## config.mk

```make
export PLATFORM = sky130hd
export DESIGN_NAME = cnt_step_decoder_flat
export DESIGN_NICKNAME = d
export VERILOG_FILES = /design/src/rtl/cnt_pkg.sv /design/src/rtl/cnt_step_decoder_if.sv /design/src/rtl/cnt_next_calc.sv /design/src/rtl/cnt_step_decoder.sv /design/src/flat_wrapper.sv
export SDC_FILE = /design/constraint.sdc
export NUM_CORES = 1
export LEC_CHECK = 0
export CORE_MARGIN = 5
export CORE_UTILIZATION = 58
export DETAILED_ROUTE_END_ITERATION = 10
export PLACE_DENSITY = 0.87
export SYNTH_ARGS = -nofsm -noshare
export SYNTH_HDL_FRONTEND = slang
export SYNTH_SLANG_ARGS = --single-unit
```

## constraint.sdc

```tcl
create_clock -name clk -period 5.25 [get_ports clk]
set_input_delay 0.525 -clock clk [delete_from_list [all_inputs] [get_ports clk]]
set_output_delay 0.525 -clock clk [all_outputs]
set_load 0.02 [all_outputs]
```

## src/rtl/cnt_pkg.sv

```systemverilog
// Shared types and default constants for the up/down skip counter and its decoder.
// The counter, this decoder and their benches all take their limits from here.
package cnt_pkg;

  localparam int CNT_W = 10;
  localparam int ERR_W = 8;

  typedef logic signed [CNT_W-1:0] cnt_t;
  // Two guard bits keep p +/- 2*step from overflowing at the range edges.
  typedef logic signed [CNT_W+1:0] cnt_wide_t;

  localparam cnt_t CNT_MIN = cnt_t'(-230);
  localparam cnt_t CNT_MAX = cnt_t'(235);
  localparam cnt_t CNT_INV = cnt_t'(-11);
  localparam cnt_t CNT_UP  = cnt_t'(5);
  localparam cnt_t CNT_DN  = cnt_t'(9);
  localparam cnt_t CNT_RST = cnt_t'(-50);

  typedef enum logic [1:0] {IDLE, ACQ, TRACK} state_t;

  function automatic cnt_wide_t widen(cnt_t v);
    return cnt_wide_t'(v);
  endfunction

  function automatic logic is_legal(cnt_t v);
    return (v != CNT_INV) && (v >= CNT_MIN) && (v <= CNT_MAX);
  endfunction

endpackage

```

## src/rtl/cnt_step_decoder_if.sv

```systemverilog
// Sample stream into the decoder and its registered decode results.
// cnt_valid marks a new sample for one cycle; there is no ready, the decoder accepts every valid sample.
interface cnt_step_decoder_if;
  import cnt_pkg::*;

  logic              cnt_valid;
  cnt_t              cnt;
  logic              locked;
  logic              dir;
  logic              ev_valid;
  logic              ev_skip;
  logic              ev_wrap;
  logic              step_err;
  logic              val_err;
  logic [ERR_W-1:0]  err_cnt;
  state_t            dbg_state;

  modport master (
    output cnt_valid, cnt,
    input  locked, dir, ev_valid, ev_skip, ev_wrap, step_err, val_err, err_cnt, dbg_state
  );

  modport slave (
    input  cnt_valid, cnt,
    output locked, dir, ev_valid, ev_skip, ev_wrap, step_err, val_err, err_cnt, dbg_state
  );

endinterface

```

## src/rtl/cnt_next_calc.sv

```systemverilog
// Combinational next-value calculator: up and down targets from a previous value,
// with flags telling whether each target skipped over INV or wrapped around the range.
module cnt_next_calc
  import cnt_pkg::*;
(
  input  cnt_t i_prev,
  output cnt_t o_up_tgt,
  output logic o_up_skip,
  output logic o_up_wrap,
  output cnt_t o_dn_tgt,
  output logic o_dn_skip,
  output logic o_dn_wrap
);

  cnt_wide_t w_p;
  cnt_wide_t w_up1;
  cnt_wide_t w_up2;
  cnt_wide_t w_dn1;
  cnt_wide_t w_dn2;

  always_comb begin
    w_p   = widen(i_prev);

    // Skip is resolved before wrap, so a skipped target can still wrap.
    w_up1     = w_p + widen(CNT_UP);
    o_up_skip = (w_up1 == widen(CNT_INV));
    w_up2     = o_up_skip ? (w_up1 + widen(CNT_UP)) : w_up1;
    o_up_wrap = (w_up2 > widen(CNT_MAX));
    o_up_tgt  = o_up_wrap ? CNT_MIN : w_up2[CNT_W-1:0];

    w_dn1     = w_p - widen(CNT_DN);
    o_dn_skip = (w_dn1 == widen(CNT_INV));
    w_dn2     = o_dn_skip ? (w_dn1 - widen(CNT_DN)) : w_dn1;
    o_dn_wrap = (w_dn2 < widen(CNT_MIN));
    o_dn_tgt  = o_dn_wrap ? CNT_MAX : w_dn2[CNT_W-1:0];
  end

endmodule

```

## src/rtl/cnt_step_decoder.sv

```systemverilog
// Receive-side decoder for the up/down skip counter: recovers direction, classifies
// each step as normal/skip/wrap, and flags illegal values and steps with a saturating count.
module cnt_step_decoder
  import cnt_pkg::*;
(
  input  logic                 clk,
  input  logic                 rst,
  cnt_step_decoder_if.slave    bus
);

  state_t           r_state;
  cnt_t             r_prev;
  logic             r_dir;
  logic             r_ev_valid;
  logic             r_ev_skip;
  logic             r_ev_wrap;
  logic             r_step_err;
  logic             r_val_err;
  logic [ERR_W-1:0] r_err_cnt;

  state_t           w_state_nxt;
  cnt_t             w_prev_nxt;
  logic             w_dir_nxt;
  logic             w_ev_valid_nxt;
  logic             w_ev_skip_nxt;
  logic             w_ev_wrap_nxt;
  logic             w_step_err_nxt;
  logic             w_val_err_nxt;
  logic             w_err_inc;
  logic [ERR_W-1:0] w_err_cnt_nxt;

  cnt_t             w_up_tgt;
  cnt_t             w_dn_tgt;
  logic             w_up_skip;
  logic             w_up_wrap;
  logic             w_dn_skip;
  logic             w_dn_wrap;

  cnt_next_calc u_next_calc (
    .i_prev    (r_prev),
    .o_up_tgt  (w_up_tgt),
    .o_up_skip (w_up_skip),
    .o_up_wrap (w_up_wrap),
    .o_dn_tgt  (w_dn_tgt),
    .o_dn_skip (w_dn_skip),
    .o_dn_wrap (w_dn_wrap)
  );

  always_comb begin
    w_state_nxt    = r_state;
    w_prev_nxt     = r_prev;
    w_dir_nxt      = r_dir;
    w_ev_valid_nxt = 1'b0;
    w_ev_skip_nxt  = 1'b0;
    w_ev_wrap_nxt  = 1'b0;
    w_step_err_nxt = 1'b0;
    w_val_err_nxt  = 1'b0;
    w_err_inc      = 1'b0;

    if (bus.cnt_valid) begin
      if (!is_legal(bus.cnt)) begin
        // An illegal value drops lock and is not used as a step reference.
        w_val_err_nxt = 1'b1;
        w_err_inc     = 1'b1;
        w_state_nxt   = IDLE;
      end else if (r_state == IDLE) begin
        w_prev_nxt  = bus.cnt;
        w_state_nxt = ACQ;
      end else if (bus.cnt == w_up_tgt) begin
        w_ev_valid_nxt = 1'b1;
        w_ev_skip_nxt  = w_up_skip;
        w_ev_wrap_nxt  = w_up_wrap;
        w_dir_nxt      = 1'b1;
        w_prev_nxt     = bus.cnt;
        w_state_nxt    = TRACK;
      end else if (bus.cnt == w_dn_tgt) begin
        w_ev_valid_nxt = 1'b1;
        w_ev_skip_nxt  = w_dn_skip;
        w_ev_wrap_nxt  = w_dn_wrap;
        w_dir_nxt      = 1'b0;
        w_prev_nxt     = bus.cnt;
        w_state_nxt    = TRACK;
      end else begin
        w_step_err_nxt = 1'b1;
        w_err_inc      = 1'b1;
        w_prev_nxt     = bus.cnt;
        w_state_nxt    = ACQ;
      end
    end

    w_err_cnt_nxt = (w_err_inc && (r_err_cnt != '1)) ? r_err_cnt + 1'b1 : r_err_cnt;
  end

  always_ff @(posedge clk) begin
    if (rst) begin
      r_state    <= IDLE;
      r_prev     <= '0;
      r_dir      <= 1'b1;
      r_ev_valid <= 1'b0;
      r_ev_skip  <= 1'b0;
      r_ev_wrap  <= 1'b0;
      r_step_err <= 1'b0;
      r_val_err  <= 1'b0;
      r_err_cnt  <= '0;
    end else begin
      r_state    <= w_state_nxt;
      r_prev     <= w_prev_nxt;
      r_dir      <= w_dir_nxt;
      r_ev_valid <= w_ev_valid_nxt;
      r_ev_skip  <= w_ev_skip_nxt;
      r_ev_wrap  <= w_ev_wrap_nxt;
      r_step_err <= w_step_err_nxt;
      r_val_err  <= w_val_err_nxt;
      r_err_cnt  <= w_err_cnt_nxt;
    end
  end

  assign bus.locked    = (r_state == TRACK);
  assign bus.dir       = r_dir;
  assign bus.ev_valid  = r_ev_valid;
  assign bus.ev_skip   = r_ev_skip;
  assign bus.ev_wrap   = r_ev_wrap;
  assign bus.step_err  = r_step_err;
  assign bus.val_err   = r_val_err;
  assign bus.err_cnt   = r_err_cnt;
  assign bus.dbg_state = r_state;

endmodule

```

## src/flat_wrapper.sv

```systemverilog
// flat-port wrapper written by rule: the top's interface ports become plain ports
module cnt_step_decoder_flat import cnt_pkg::*;
  (clk, rst, bus_cnt_valid, bus_cnt, bus_locked, bus_dir, bus_ev_valid, bus_ev_skip, bus_ev_wrap, bus_step_err, bus_val_err, bus_err_cnt, bus_dbg_state);
  cnt_step_decoder_if bus_i ();
  input  logic clk;
  input  logic rst;
  input wire logic [$bits(bus_i.cnt_valid)-1:0] bus_cnt_valid;
  input wire logic [$bits(bus_i.cnt)-1:0] bus_cnt;
  output wire logic [$bits(bus_i.locked)-1:0] bus_locked;
  output wire logic [$bits(bus_i.dir)-1:0] bus_dir;
  output wire logic [$bits(bus_i.ev_valid)-1:0] bus_ev_valid;
  output wire logic [$bits(bus_i.ev_skip)-1:0] bus_ev_skip;
  output wire logic [$bits(bus_i.ev_wrap)-1:0] bus_ev_wrap;
  output wire logic [$bits(bus_i.step_err)-1:0] bus_step_err;
  output wire logic [$bits(bus_i.val_err)-1:0] bus_val_err;
  output wire logic [$bits(bus_i.err_cnt)-1:0] bus_err_cnt;
  output wire logic [$bits(bus_i.dbg_state)-1:0] bus_dbg_state;
  assign bus_i.cnt_valid = bus_cnt_valid;
  assign bus_i.cnt = bus_cnt;
  assign bus_locked = bus_i.locked;
  assign bus_dir = bus_i.dir;
  assign bus_ev_valid = bus_i.ev_valid;
  assign bus_ev_skip = bus_i.ev_skip;
  assign bus_ev_wrap = bus_i.ev_wrap;
  assign bus_step_err = bus_i.step_err;
  assign bus_val_err = bus_i.val_err;
  assign bus_err_cnt = bus_i.err_cnt;
  assign bus_dbg_state = bus_i.dbg_state;
  cnt_step_decoder u_core (.clk(clk), .rst(rst), .bus(bus_i));
endmodule
```

==> results_dict.tcl <==
set metrics [dict create \
    nets 404 \
    synth_common_cells "nand2_1 (43), dfxtp_1 (26), a21oi_1 (25)" \
    setup_violations 0 \
    dp_slack_ns 0.800 \
    core_area_um2 4720 \
    start_kind "flip-flop" \
    max_stage_delay_ns 0.58 \
    netlist_instances 376 \
    finClkSkew_ns 0.0111 \
    drv_slew 0 \
    cts_tree "done" \
    die_w_um 79.9 \
    final_core_util_pct 67.2 \
    synth_seq_cells 26 \
    ys_types 80 \
    finalHoldViolCount 0 \
    ctsHoldBuffers 0 \
    h-tree-depth 1 \
    clk_path_buf_depth 2 \
    synth_warnings 0 \
    drt-initial-drc-count 320 \
    endpoint_kind "flip-flop" \
    max_freq_mhz 221 \
    grt_start_max_net_pins 26 \
    routed_wl_mm 7.70 \
    critPathMaxFanout 17 \
    pin_count 30 \
    synthToLayoutAreaGrowth_pct 12.0 \
    drc 0 \
    syn_area_um2 2830 \
    tns_ns 0 \
    fin_crit_sh_pct 86.4 \
    path_clk_slew_ns 0.10 \
    dp_hpwl_mm 5.63 \
    ctsResizeCount 0 \
    io_buffers 29 \
    gp_congestion 0.930 \
    path_cells "inv_1 -> ha_1 -> nand2b_1 -> a21oi_1 -> mux2_2 -> nor4_2 -> xnor2_1 -> o31ai_1 -> a22oi_1 -> o32ai_4 -> o21a_2 -> or4_1 -> a21oi_2" \
    antenna_found_initial 0 \
    root_buffer "clkbuf_8" \
    netlist_top_cells_area "dfxtp_1 (18%), nand2_1 (5.7%), xor2_1 (4.9%)" \
    vdd_drop_max_v 0.000144 \
    rsz0062_at_grt "false" \
    globalRouteOverflowTotal 0 \
    hold_depth 1 \
    routedWlPerCell_um 17.1 \
    initial_utilization_pct 60.0 \
    postCtsSetupBuffers 0 \
    cts-buffers-inserted 3 \
    drive_above_1_share_pct 9.14 \
    power_leakage_nw 1.03 \
    synthFlopType "dfxtp_1" \
    arrival_ns 4.74 \
    synth.avg_cell_area_um2 7.54 \
    hold_class "reg2reg" \
    cp.required_ns 5.46 \
    ys_seq_area_share_pct 18.4 \
    critPathKind "reg2reg" \
    worstRegToRegCells 13 \
    synth_top_area_share_pct 18.4 \
    status "completed" \
    die_y_um 79.9 \
    dp_cells 446 \
    final_antenna_net_count 0 \
    critical_path_buf_inv_count 1 \
    cts_sinks 26 \
    synth_enable_flop_cells 0 \
    yosys.area.top_type "dfxtp_1" \
    crit_path_top_delay_cell "nor4_2" \
    track_usage_pct 24.5 \
    grt_pass1_vias 2632 \
    rows 25 \
    powerDensity_nw_per_um2 189 \
    max-slew-margin-rel_pct 35.2 \
    clkLatencyLatePin_ns 0.28 \
    final_cells 450 \
    via_count 2923 \
    drt-vias-per-instance 6.50 \
    async_flop_share_pct 0 \
    grt_pass1_wl_mm 12.7 \
    syn-num-nets 396 \
    n_antenna_cell 0 \
    worstMarginPinSlew_ns 0.969 \
    yosysMostFrequentCell "nand2_1" \
    die_area_um2 6380 \
    cp.depth 13 \
    dr.pass1.iters 5 \
    finalCriticalPeriod_ns 4.53 \
    critPathTopFamily "compound AO/OA/AOI/OAI gates" \
    fin_ws_ns 0.716 \
    cap_violations 0 \
]
metal layers:
layer | routed length (µm) | share of wire, % | track usage, %
met1 | 3440 | 45 | 34.6
met4 | 202 | 2.6 | 8.78
met3 | 576 | 7.5 | 3.27
met5 | 0 | 0 | 0
met2 | 3480 | 45 | 37.7
where the power goes:
part           internal (mW)  switching (mW)
Sequential             0.203          0.0171
Combinational         0.0882           0.123
Clock                  0.102          0.0659
worst reg2reg max path: cells and delay by family, from the launching register on:
| family | cells | cell delay, ns |
|---|---|---|
| AOI/OAI and AO/OA | 6 | 1.50 |
| xor gates and xnor gates | 1 | 0.24 |
| adders and majority gates | 1 | 0.31 |
| buffers and inverters | 1 | 0.18 |
| DFF | 1 | 0.47 |
| muxes | 1 | 0.40 |
| and+or+nand+nor | 3 | 1.37 |
cell usage in the layout (no fill, tap or decap), types with 3 or more instances in the layout:
| master | n |
|---|---|
| nand2_1 | 43 |
| clkdlybuf4s50_1 | 29 |
| dfxtp_1 | 26 |
| a21oi_1 | 25 |
| nor2_1 | 20 |
| xor2_1 | 16 |
| nor3_1 | 15 |
| nand3_1 | 12 |
| or3_1 | 10 |
| xnor2_1 | 10 |
| o31ai_1 | 9 |
| inv_1 | 8 |
| nand2b_1 | 8 |
| o21ai_1 | 8 |
| ha_1 | 7 |
| or2_2 | 6 |
| a21oi_2 | 6 |
| nor2b_1 | 5 |
| a211o_1 | 5 |
| o211ai_1 | 5 |
| o21ai_0 | 5 |
| nand3b_1 | 5 |
| nand4_1 | 4 |
| nor4_1 | 4 |
| a211oi_1 | 4 |
| a21o_1 | 4 |
| or2_1 | 3 |
| a2111oi_0 | 3 |
| nor4b_1 | 3 |
| and2_1 | 3 |
| and3_1 | 3 |
| mux2i_1 | 3 |
| o2111ai_1 | 3 |
| or4_1 | 3 |
| clkbuf_8 | 3 |
cells by family (layout without fill, tap and decap cells):
kind of cell / after synthesis / in the layout / share of synthesized area, %
mux: 4 / 4 / 1.46
buf+inv: 38 / 45 / 5.61
compound gates: 113 / 113 / 30.9
simple gates: 159 / 159 / 30.4
flops: 26 / 26 / 18.4
xor+xnor: 29 / 29 / 10.2
fa+ha+maj: 7 / 7 / 3.09
state kept, by name (all words and copies together), names as in the netlist:
| signal | count |
|---|---|
| u_core.bus.ev_valid | 1 |
| u_core.bus.dbg_state | 2 |
| u_core.bus.val_err | 1 |
| u_core.bus.ev_skip | 1 |
| u_core.r_prev | 10 |
| u_core.bus.step_err | 1 |
| u_core.bus.ev_wrap | 1 |
| u_core.bus.err_cnt | 8 |
| u_core.bus.dir | 1 |
through the flow:
stage          hold WS (ns)  total power [mW]  instance area (µm²)
3_3_place_gp          0.484             0.424                 3100
6_report              0.510             0.600                 3170
3_5_place_dp          0.479             0.429                 3100
5_1_grt               0.547             0.630                 3170
4_1_cts               0.511             0.600                 3170
2_1_floorplan         0.573             0.383                 2830
cell type report:
class | count | area [µm²]
inverters | 10 | 37.5
repair buffers | 31 | 305
clock buffers | 3 | 41.3
multi-input cells | 312 | 2150
flip-flops and latches | 26 | 520
well taps | 67 | 83.8
clock inverters | 1 | 30.0
fillers | 400 | 1550
worst paths after layout:
check                    from                     to  slack (ns)
max          u_core.r_prev[1]  u_core.bus.err_cnt[5]        0.72
min            u_core.bus.dir         u_core.bus.dir        0.51
max reg2reg  u_core.r_prev[1]  u_core.bus.err_cnt[5]        0.72
min reg2reg    u_core.bus.dir         u_core.bus.dir        0.51
No activity file was read; power rests on OpenSTA's default activity.
